`src/rtl/input_control_pkg.sv`:
```
// input_control_pkg: shared FSM states, operator codes and one-cold column drive values.
package input_control_pkg;
  typedef enum logic [2:0] {SCAN, DEB_PRESS, WAIT_REL, DEB_REL, READY} state_e;
  localparam logic [2:0] OP_NONE = 3'b000;
  localparam logic [2:0] OP_ADD  = 3'b001;
  localparam logic [2:0] OP_SUB  = 3'b010;
  localparam logic [2:0] OP_MUL  = 3'b011;
  localparam logic [2:0] OP_DIV  = 3'b100;
  localparam logic [2:0] OP_CLR  = 3'b101;
  localparam logic [3:0] COL0 = 4'b0111;
  localparam logic [3:0] COL1 = 4'b1011;
  localparam logic [3:0] COL2 = 4'b1101;
  localparam logic [3:0] COL3 = 4'b1110;
  // Index of the lowest-numbered active-low line; bit 3 is index 0.
  function automatic logic [1:0] low_idx(input logic [3:0] v);
    return !v[3] ? 2'd0 : !v[2] ? 2'd1 : !v[1] ? 2'd2 : 2'd3;
  endfunction
endpackage

```
`src/rtl/input_control_keypad_decode.sv`:
```
// keypad_decode: combinational (row, col) to Number/Operator/EqualSign for the 4x4 calculator keypad.
module keypad_decode
  import input_control_pkg::*;
(
  input  logic [1:0] row_i,
  input  logic [1:0] col_i,
  output logic [3:0] number_o,
  output logic [2:0] operator_o,
  output logic       equal_o
);
  always_comb begin
    number_o = '0;
    operator_o = OP_NONE;
    equal_o = 1'b0;
    // Right column holds + - * / from top (row 3) to bottom (row 0).
    if (col_i == 2'd3) operator_o = 3'd4 - {1'b0, row_i};
    else if (row_i != 2'd0) number_o = 4'd3 * (4'd3 - {2'b0, row_i}) + {2'b0, col_i} + 4'd1;
    else if (col_i == 2'd0) operator_o = OP_CLR;
    else if (col_i == 2'd2) equal_o = 1'b1;
  end
endmodule

```
`src/rtl/input_control.sv`:
```
// input_control: keypad column scanner with LFSR-timed press/release debounce and key handshake.
module input_control
  import input_control_pkg::*;
(
  input  logic       Clock,
  input  logic       Reset,
  input  logic [3:0] RowIn,
  output logic [3:0] ColOut,
  output logic       LFSRReset,
  input  logic       LFSRFlg,
  output logic       KeyRdy,
  input  logic       KeyRd,
  output logic [3:0] Number,
  output logic [2:0] Operator,
  output logic       EqualSign
);
  state_e     state_q, state_d;
  logic [3:0] col_q, col_d, num_q, num_d, dec_num;
  logic [2:0] op_q, op_d, dec_op;
  logic       eq_q, eq_d, dec_eq, lfsr_q, lfsr_d;
  logic       released, flg_ok;
  keypad_decode u_decode (
    .row_i      (low_idx(RowIn)),
    .col_i      (low_idx(col_q)),
    .number_o   (dec_num),
    .operator_o (dec_op),
    .equal_o    (dec_eq)
  );
  assign released = &RowIn;
  // The flag is stale in the cycle the timer is being restarted.
  assign flg_ok = LFSRFlg && !lfsr_q;
  always_comb begin
    state_d = state_q;
    col_d = col_q;
    lfsr_d = 1'b0;
    num_d = num_q;
    op_d = op_q;
    eq_d = eq_q;
    case (state_q)
      SCAN:
        if (!released) begin
          state_d = DEB_PRESS;
          lfsr_d = 1'b1;
          num_d = dec_num;
          op_d = dec_op;
          eq_d = dec_eq;
        end else col_d = {col_q[0], col_q[3:1]};
      DEB_PRESS: state_d = flg_ok ? WAIT_REL : DEB_PRESS;
      WAIT_REL:
        if (released) begin
          state_d = DEB_REL;
          lfsr_d = 1'b1;
        end
      DEB_REL: state_d = flg_ok ? (released ? READY : WAIT_REL) : DEB_REL;
      READY: state_d = KeyRd ? SCAN : READY;
      default: state_d = SCAN;
    endcase
  end
  always_ff @(posedge Clock) begin
    if (Reset) begin
      state_q <= SCAN;
      col_q <= COL0;
      lfsr_q <= 1'b0;
      num_q <= '0;
      op_q <= OP_NONE;
      eq_q <= 1'b0;
    end else begin
      state_q <= state_d;
      col_q <= col_d;
      lfsr_q <= lfsr_d;
      num_q <= num_d;
      op_q <= op_d;
      eq_q <= eq_d;
    end
  end
  assign ColOut = col_q;
  assign LFSRReset = lfsr_q;
  assign KeyRdy = state_q == READY;
  assign Number = num_q;
  assign Operator = op_q;
  assign EqualSign = eq_q;
endmodule

```
`config.mk`:
```
export PLATFORM = sky130hd
export DESIGN_NAME = input_control
export DESIGN_NICKNAME = d
export VERILOG_FILES = /design/src/rtl/input_control_pkg.sv /design/src/rtl/input_control_keypad_decode.sv /design/src/rtl/input_control.sv
export SDC_FILE = /design/constraint.sdc
export NUM_CORES = 1
export LEC_CHECK = 0
export ABC_CLOCK_PERIOD_IN_PS = 3500
export BUFFER_PORTS_ARGS = -buffer_cell sky130_fd_sc_hd__buf_2
export CORE_MARGIN = 2
export CORE_UTILIZATION = 44
export DETAILED_ROUTE_END_ITERATION = 8
export PLACE_DENSITY = 0.73
export REMOVE_ABC_BUFFERS = 1
export SETUP_SLACK_MARGIN = 0.05
export SKIP_LAST_GASP = 1
export SYNTH_ARGS = -nofsm -noshare
export SYNTH_HDL_FRONTEND = slang
export SYNTH_HIERARCHICAL = 1
export SYNTH_SLANG_ARGS = --single-unit
```
`constraint.sdc`:
```
create_clock -name Clock -period 3.5 [get_ports Clock]
set_input_delay 0 -clock Clock [delete_from_list [all_inputs] [get_ports Clock]]
set_output_delay 0 -clock Clock [all_outputs]
set_load 0.01 [all_outputs]
```
==> run_results.csv, run 1 <==
group,metric,value,unit
run_status,outcome,"finished, final reports clean",
logic_synthesis,synth_cells,101,
logic_synthesis,synth_flop_cell,"dfxtp_1",
power_and_ir_drop,ir_worst_vdd,0.000220,V
critical_path,crit_fanout,7,
critical_path,arrival,2.48,ns
clock_tree,root_buffer,"clkbuf_4",
global_routing,antenna_found_initial,0,
clock_tree,cts_buffers,3,
global_routing,grt.overflow.total,0,
critical_path,crit_start,"ColOut[3]",
floorplanning,start_util,45.7,%
sta,slew_violations,0,
critical_path,critPathLaunchType,"flip-flop",
global_routing,groute.usage.overall,15.1,%
logic_synthesis,syn_area,991,sq um
global_routing,grt_pass1_wl,3080,microns
clock_tree,clk_pin_slew,0.10,ns
flow_run,cap_violations,0,
route,drt_iter0_drc,3,
sta,setup_viol,0,
placement,port_buffers,21,
logic_synthesis,ys_ff_latch,16,
clock_tree,clockBufferDepth,2,
route,via_per_inst,4.88,
clock_tree,clk_latency,0.29,ns
sta,max_slew_margin,52.2,%
critical_path,endpoint_kind,"flip-flop",
route,drc_errors,0,
sta,hold_viol_final,0,
layout,syn_to_final_growth,15.9,%
sta,tns,0,ns
route,avgRoutedWirePerCell,10.8,microns
floorplanning,dieArea,2650,sq um
power_and_ir_drop,p_per_area,363,nW/um^2
placement,place.gp.congestion,0.739,
logic_synthesis,synthTopCellsByArea,"dfxtp_1, mux2i_1, nand2b_1",
floorplanning,io-pin-count,22,
logic_synthesis,yosys_warnings,6,
logic_synthesis,synth_enable_flop_cells,0,
sta,min_period,2.25,ns
global_routing,grt_pass1_vias,760,
sta,rsz0062_at_grt,"false",
layout,insertedDiodeCount,0,
floorplanning,rows,17,
logic_synthesis,synth_area_leader_cell,"dfxtp_1",
clock_tree,hold_buffers,0,
floorplanning,die_h,51.5,microns
power_and_ir_drop,total_power,417,uW
layout,layout_commonest_cell,"buf_2",
floorplanning,core-area,2170,sq um
sta,finalCritPeriodShare,64.3,%
sta,clock_skew,0.00111,ns
worst_hold_path,hp-class,"in2reg",
critical_path,crit_required,3.73,ns
route,ant_nets,0,
clock_tree,cts_tree,"done",
layout,layout_common_cells,"buf_2, nand2b_1, dfxtp_1",
logic_synthesis,synth_seq_area_share,32.3,%
clock_tree,ctsResizeCount,0,
sta,max_freq,0.445,GHz
logic_synthesis,synth_area_per_cell,9.81,sq um
route,drt_wl_total,1630,microns
critical_path,crit_type,"reg2reg",
route,dr.pass1.iters,2,
floorplanning,die_w,51.5,microns
layout,nNetsFinal,138,
critical_path,r2r-start,"ColOut[3]",
sta,tightest_slew,0.714,ns
logic_synthesis,yosysUniqueCellTypes,30,
clock_tree,post_cts_buffers,0,
clock_tree,ctsHtreeMaxLevel,1,
layout,final_layout_size_suffix_gt1_share,27.6,%
global_routing,grt_max_degree,26,
worst_hold_path,worst_hold_startpoint,"LFSRFlg",
power_and_ir_drop,p_leak,0.000533,uW
placement,dpl.hpwl,1280,microns
logic_synthesis,synthArstFlopShare,0,%
clock_tree,clock-sinks,16,
route,vias,737,
logic_synthesis,synth_top_area_share,32.3,%
[report_power, final]
part / leakage [uW] / switching (uW) / internal, uW / total (uW)
clock network: 0.0000210 / 61.4 / 63.4 / 125
registers: 0.000131 / 9.63 / 193 / 203
logic: 0.000381 / 46.2 / 43.5 / 89.7
[path summary, 6_finish.rpt]
| kind | to | cells past startpoint | slack, ns |
|---|---|---|---|
| setup / recovery | Number[1] | 8 | 1.25 |
| hold / removal | state_q[1] | 3 | 0.05 |
| setup reg to reg | Number[1] | 8 | 1.25 |
| hold reg to reg | Number[3] | 2 | 0.48 |
[per-layer routing]
metal / GRT usage [%] / vias to the layer above / share of wire [%]
li1: - / 377 / -
met1: 17.9 / 348 / 48
met2: 26.9 / 10 / 48
met3: 2.63 / 2 / 2.7
met4: 5.26 / 0 / 1.2
met5: 0 / - / 0
[layout make-up]
cell class              count  area (sq um)
repair buffers             21           105
inverters                   9          33.8
flip-flops and latches     16           320
well taps                  28          35.0
fillers                   224          1020
multi-input cells          73           618
clock buffers               4          36.3
[stage by stage]
step	utilization (%)	setup slack [ns]	cell area, sq um	cells	hold slack [ns]
after detailed placement	51.3	1.25	1110	147	0.359
final	52.9	1.25	1150	151	0.0489
after global placement	51.3	1.34	1110	147	0.340
after CTS	52.9	1.24	1150	151	0.0427
after global routing	52.9	1.04	1150	151	0.0498
after floorplan	-	1.41	972	98	0.0760
[cell families after synthesis]
kind of cell	share of synthesized area, %
simple gates	31.1
flops	32.3
buf+inv	5.30
mux	12.1
compound gates	7.45
fa+ha+maj	9.09
xor+xnor	2.65
[synth_stat cells (2+ instances only)]
| cell type | number |
|---|---|
| clkbuf_1 | 2 |
| nor2_1 | 9 |
| dfxtp_1 | 16 |
| mux2i_1 | 12 |
| nand3_1 | 2 |
| and2_1 | 3 |
| a21oi_1 | 2 |
| inv_1 | 9 |
| fa_1 | 2 |
| ha_1 | 4 |
| a21boi_0 | 2 |
| xnor2_1 | 2 |
| nand2b_1 | 19 |
[state kept, by name, indices dropped and copies added (netlist names)]
name	cells
Operator	3
Number	4
EqualSign	1
LFSRReset	1
ColOut	4
state_q	3
[worst max-delay path, cell delays in order, from the launching register on]
cell and delay, ns:
dfxtp_1 0.38, a21boi_0 0.60, inv_1 0.21, ha_1 0.25, inv_1 0.07, fa_1 0.40
nor2_1 0.11, nand2b_1 0.06, mux2i_1 0.11
Power figures use the tool's default switching activity.
==> inputs of run 2 (changes only) <==
--- a/config.mk
+++ b/config.mk
@@ -5,12 +5,12 @@
 export SDC_FILE = /design/constraint.sdc
 export NUM_CORES = 1
 export LEC_CHECK = 0
-export ABC_CLOCK_PERIOD_IN_PS = 3500
+export ABC_CLOCK_PERIOD_IN_PS = 1810
 export BUFFER_PORTS_ARGS = -buffer_cell sky130_fd_sc_hd__buf_2
 export CORE_MARGIN = 2
 export CORE_UTILIZATION = 44
 export DETAILED_ROUTE_END_ITERATION = 8
-export PLACE_DENSITY = 0.73
+export PLACE_DENSITY = 0.76
 export REMOVE_ABC_BUFFERS = 1
 export SETUP_SLACK_MARGIN = 0.05
 export SKIP_LAST_GASP = 1
==> constraint.sdc (replaced) <==
create_clock -name Clock -period 1.81 [get_ports Clock]
set_input_delay 0 -clock Clock [delete_from_list [all_inputs] [get_ports Clock]]
set_output_delay 0 -clock Clock [all_outputs]
set_load 0.01 [all_outputs]
==> run 2 against run 1 <==
  * The flow now finishes with violations (negative setup slack)
  * Worst hold slack got worse by 0.0054 ns
  * Highest routed layer unchanged
  * Clock skew rose by 0.0033 ns
  * Via count rose by 5.8%
==> run_results.csv, run 2 (synthesis results as in run 1) <==
group,metric,value,unit
run_status,outcome,"finished with violations",
run_status,violations,"negative setup slack",
floorplanning,die_h,51.5,microns
critical_path,slowest_delay,0.52,ns
sta,clock_skew,0.00437,ns
floorplanning,io-pin-count,22,
sta,hold_viol_final,0,
critical_path,critPathLaunchType,"flip-flop",
floorplanning,dieArea,2650,sq um
route,routed.top_layer,"met4",
global_routing,grt.overflow.total,0,
critical_path,crit_fanout,2,
critical_path,crit_type,"reg2reg",
power_and_ir_drop,total_power,780,uW
layout,insertedDiodeCount,0,
placement,place.gp.congestion,0.755,
sta,max_slew_margin,72.3,%
route,m1WireLength,808,microns
global_routing,antenna_found_initial,0,
route,drt_wl_total,1860,microns
sta,tightest_slew,0.413,ns
floorplanning,rows,17,
sta,worst_slack,-0.0454,ns
sta,setup_viol,3,
clock_tree,cts_tree,"done",
clock_tree,clk_pin_slew,0.09,ns
global_routing,grt_max_degree,26,
floorplanning,start_util,45.7,%
route,ant_nets,0,
layout,fillers,207,
route,avgRoutedWirePerCell,11.5,microns
route,vias,780,
clock_tree,ctsHtreeMaxLevel,1,
sta,slew_violations,0,
sta,max_freq,0.539,GHz
power_and_ir_drop,p_leak,0.000582,uW
sta,hold_ws,0.0435,ns
placement,port_buffers,21,
worst_hold_path,hp-class,"in2reg",
layout,layout_commonest_cell,"buf_2",
critical_path,crit_start,"ColOut[3]",
critical_path,worstPathCellList,"and2_4, fa_1, inv_2, fa_2, xor2_1, nor2_1, nand2b_1, mux2i_1",
sta,rsz0062_at_grt,"true",
route,met2WireLength,958,microns
global_routing,groute.usage.overall,16.0,%
critical_path,arrival,2.07,ns
clock_tree,clock-sinks,16,
critical_path,crit_required,2.03,ns
sta,finalCritPeriodShare,103,%
critical_path,critPathSlowestCell,"fa_1",
route,via_per_inst,4.84,
power_and_ir_drop,p_per_area,632,nW/um^2
global_routing,grt_pass1_vias,710,
worst_hold_path,worst_hold_startpoint,"LFSRFlg",
critical_path,endpoint_kind,"flip-flop",
route,drt_iter0_drc,2,
layout,layout_common_cells,"buf_2, nand2b_1, dfxtp_1",
route,dr.pass1.iters,3,
clock_tree,cts_buffers,3,
route,route.met3.wl,64,microns
critical_path,cpLargestDelayFamily,"adder cells",
floorplanning,die_w,51.5,microns
floorplanning,core-area,2170,sq um
route,drc_errors,0,
layout,syn_to_final_growth,24.6,%
placement,dpl_worst_slack,-0.215,ns
power_and_ir_drop,ir_worst_vdd,0.000367,V
clock_tree,clk_latency,0.28,ns
layout,final_layout_size_suffix_gt1_share,37.6,%
clock_tree,root_buffer,"clkbuf_4",
flow_run,cap_violations,0,
clock_tree,clockBufferDepth,2,
global_routing,grt_pass1_wl,3080,microns
critical_path,r2r-start,"ColOut[3]",
sta,min_period,1.86,ns
critical_path,critPathBufInv,1,
layout,nNetsFinal,149,
placement,dpl.hpwl,1390,microns
[run 2: layout make-up]
type | count | area [sq um] | share of cell area [%]
multi-input cells | 73 | 634 | 51.4
flip-flops and latches | 16 | 322 | 26.0
repair buffers | 32 | 188 | 15.2
well taps | 28 | 35.0 | 2.84
inverters | 9 | 33.8 | 2.74
clock buffers | 3 | 22.5 | 1.82
[run 2: final timing paths]
path | endpoint | slack [ns] | cells after the start
setup / recovery | Number[2] | -0.05 | 8
setup reg to reg | Number[2] | -0.05 | 8
hold reg to reg | Operator[1] | 0.47 | 2
hold / removal | state_q[1] | 0.04 | 3
[run 2: timing repair]
action,CTS,global route
gates resized for setup,6,2
setup buffers,0,1
pin swaps,5,2
setup endpoints to repair,2,3
hold buffers,0,0
[run 2: tightest hold or removal path, cell delays in order]
cell	delay (ns)
buf_2	0.10
nand3b_2	0.11
a2111oi_2	0.07
[run 2: stage by stage]
stage / TNS [ns] / util, % / instance area (sq um) / std cells
finish: -0.119 / 56.9 / 1230 / 161
global route: -0.396 / 56.9 / 1230 / 161
CTS: -0.142 / 56.2 / 1220 / 160
detailed placement: -0.352 / 54.7 / 1190 / 157
global placement: -0.286 / 54.7 / 1190 / 157
floorplan: -0.469 / - / 972 / 98
[run 2: layer usage]
metal	vias up	GRT usage, %
met2	11	26.3
met3	2	3.51
met4	0	10.5
li1	404	-
met5	-	0
met1	363	18.4
[run 2: report_power, final]
part / internal (uW) / switching [uW]
logic: 105 / 96.7
clock network: 77.2 / 110
registers: 373 / 18.5
==> inputs of run 3 (changes only) <==
--- a/config.mk
+++ b/config.mk
@@ -10,7 +10,7 @@
 export CORE_MARGIN = 2
 export CORE_UTILIZATION = 44
 export DETAILED_ROUTE_END_ITERATION = 8
-export PLACE_DENSITY = 0.76
+export PLACE_DENSITY_LB_ADDON = 0.2
 export REMOVE_ABC_BUFFERS = 1
 export SETUP_SLACK_MARGIN = 0.05
 export SKIP_LAST_GASP = 1
==> run 3 against run 2 <==
  * The run still ends with negative setup slack left
  * Total power rose by 0.63%
  * Critical path depth did not move
  * Via count fell by 3.3%
  * Non-clock buffer count increased by 1
  * Clock skew fell by 0.0038 ns
  * Count of clock-buffer cells in the layout stayed put
  * Global-route usage fell by 0.19 points
  * Critical path type unchanged
  * Highest routed layer unchanged
==> run_results.csv, run 3 (synthesis results as in run 1) <==
group,metric,value,unit
route,drc_errors,0,
critical_path,cpLargestDelayFamily,"adder cells",
clock_tree,clockBufferDepth,2,
sta,worst_slack,-0.0502,ns
critical_path,reg2reg_slack,-0.05,ns
route,drt_wl_total,1760,microns
clock_tree,clock-sinks,16,
critical_path,rr_endpoint,"Number[3]",
clock_tree,ctsHtreeMaxLevel,1,
critical_path,critPathLaunchType,"flip-flop",
route,vias,754,
sta,tightest_slew,0.406,ns
layout,syn_to_final_growth,26.9,%
power_and_ir_drop,power_frac_seq,49.8,%
floorplanning,die_w,51.5,microns
placement,dpl_cell_area,1190,sq um
critical_path,crit_fanout,2,
layout,nNetsFinal,150,
power_and_ir_drop,p_sw,226,uW
layout,final_area,1260,sq um
layout,layout_common_cells,"buf_2, nand2b_1, dfxtp_1",
flow_run,cap_violations,0,
global_routing,grt_max_degree,26,
clock_tree,root_buffer,"clkbuf_4",
power_and_ir_drop,p_comb_share,26.6,%
layout,final_layout_size_suffix_gt1_share,40.3,%
power_and_ir_drop,switching_share,28.8,%
critical_path,crit_type,"reg2reg",
floorplanning,start_util,45.7,%
route,dr.pass1.iters,4,
sta,finalCritPeriodShare,103,%
sta,max_slew_margin,72.8,%
floorplanning,io-pin-count,22,
worst_hold_path,worst_hold_startpoint,"LFSRFlg",
sta,min_period,1.86,ns
layout,insertedDiodeCount,0,
floorplanning,core-area,2170,sq um
clock_tree,cts_tree,"done",
run_status,violations,"negative setup slack",
critical_path,endpoint_kind,"flip-flop",
route,drt_iter0_drc,13,
worst_hold_path,worstHoldEndpoint,"state_q[1]",
clock_tree,hold_buffers,0,
route,avgRoutedWirePerCell,10.9,microns
critical_path,arrival,2.08,ns
clock_tree,cts_buffers,3,
layout,multiInputGateArea,648,sq um
power_and_ir_drop,clkPwrFrac,23.6,%
placement,dpl_worst_slack,-0.221,ns
critical_path,critPathBufInv,1,
sta,hold_viol_final,0,
power_and_ir_drop,p_per_area,624,nW/um^2
sta,rsz0062_at_grt,"true",
sta,max_freq,0.538,GHz
critical_path,slowest_delay,0.48,ns
power_and_ir_drop,p_leak,0.000586,uW
clock_tree,clk_pin_slew,0.09,ns
route,via_per_inst,4.65,
critical_path,r2r-start,"ColOut[3]",
run_status,outcome,"finished with violations",
sta,slew_violations,0,
sta,tns,-0.120,ns
worst_hold_path,worstHoldPathCells,3,
floorplanning,dieArea,2650,sq um
clock_tree,clk_latency,0.28,ns
placement,place.gp.congestion,0.763,
critical_path,worstPathCellList,"and2_4, fa_1, buf_4, ha_4, nand3_2, a21oi_2, nand2b_1, mux2i_1",
floorplanning,die_h,51.5,microns
critical_path,crit_required,2.03,ns
route,ant_nets,0,
layout,layout_commonest_cell,"buf_2",
layout,regArea,323,sq um
layout,fillers,211,
placement,dpl.hpwl,1310,microns
global_routing,grt_pass1_wl,2990,microns
critical_path,reg2reg_depth,8,
global_routing,antenna_found_initial,0,
placement,port_buffers,21,
floorplanning,rows,17,
global_routing,grt.overflow.total,0,
global_routing,grt_pass1_vias,707,
sta,setup_viol,3,
sta,clock_skew,0.000575,ns
power_and_ir_drop,ir_worst_vdd,0.000444,V
global_routing,groute.usage.overall,15.8,%
critical_path,critPathSlowestCell,"fa_1",
power_and_ir_drop,p_int,559,uW
worst_hold_path,hp-class,"in2reg",
[run 3: stage by stage]
step,std cells,power [uW],hold slack [ns],utilization (%)
2_1_floorplan,98,522,0.0760,-
3_3_place_gp,158,588,0.342,55.1
3_5_place_dp,158,592,0.343,55.1
4_1_cts,162,793,0.0275,56.7
5_1_grt,162,843,0.0416,58.0
6_report,162,785,0.0378,58.0
[run 3: cell type report]
cell class | instances | area share (%)
Inverter | 9 | 2.69
Clock buffer | 3 | 1.79
Multi-Input combinational cell | 73 | 51.5
Sequential cell | 16 | 25.7
Tap cell | 28 | 2.79
Timing Repair Buffer | 33 | 15.5
[run 3: how the worst max path moves through the flow]
stage / from / end / slack [ns] / depth (start not counted)
after global placement: RowIn[2] / Number[2] / -0.17 / 10
after detailed placement: RowIn[2] / Number[2] / -0.22 / 10
after floorplan: ColOut[3] / Number[1] / -0.28 / 8
after global routing: ColOut[3] / Number[2] / -0.16 / 8
after CTS: ColOut[3] / Number[2] / -0.09 / 8
final: ColOut[3] / Number[3] / -0.05 / 8
[run 3: timing repair]
| item | 4_1_cts | 5_1_grt |
|---|---|---|
| cloned | 0 | 0 |
| gates resized for setup | 5 | 5 |
| pin swaps | 5 | 3 |
| setup buffers | 1 | 0 |
| endpoints found under the setup margin | 2 | 3 |
[run 3: worst register-to-register path: stages, from the launching register on]
cell and delay [ns]:
dfxtp_2 0.33, and2_4 0.15, fa_1 0.48, buf_4 0.17
ha_4 0.26, nand3_2 0.07, a21oi_2 0.14, nand2b_1 0.07
mux2i_1 0.14
[run 3: metal layers]
metal  up-vias  global-route usage, %  wire length (microns)
met1       335                   19.9                    821
met4         0                   10.5                     48
li1        400                      -                      -
met3         4                   3.51                     58
met5         -                      0                      0
met2        15                   23.9                    833
[run 3: power groups by stage]
stage	sequential (uW)	clock (uW)	combinational, uW
after floorplan	407	0	115
final	391	186	209
after global placement	398	0	190
after detailed placement	399	0	193
after global routing	394	213	236
after CTS	391	200	202
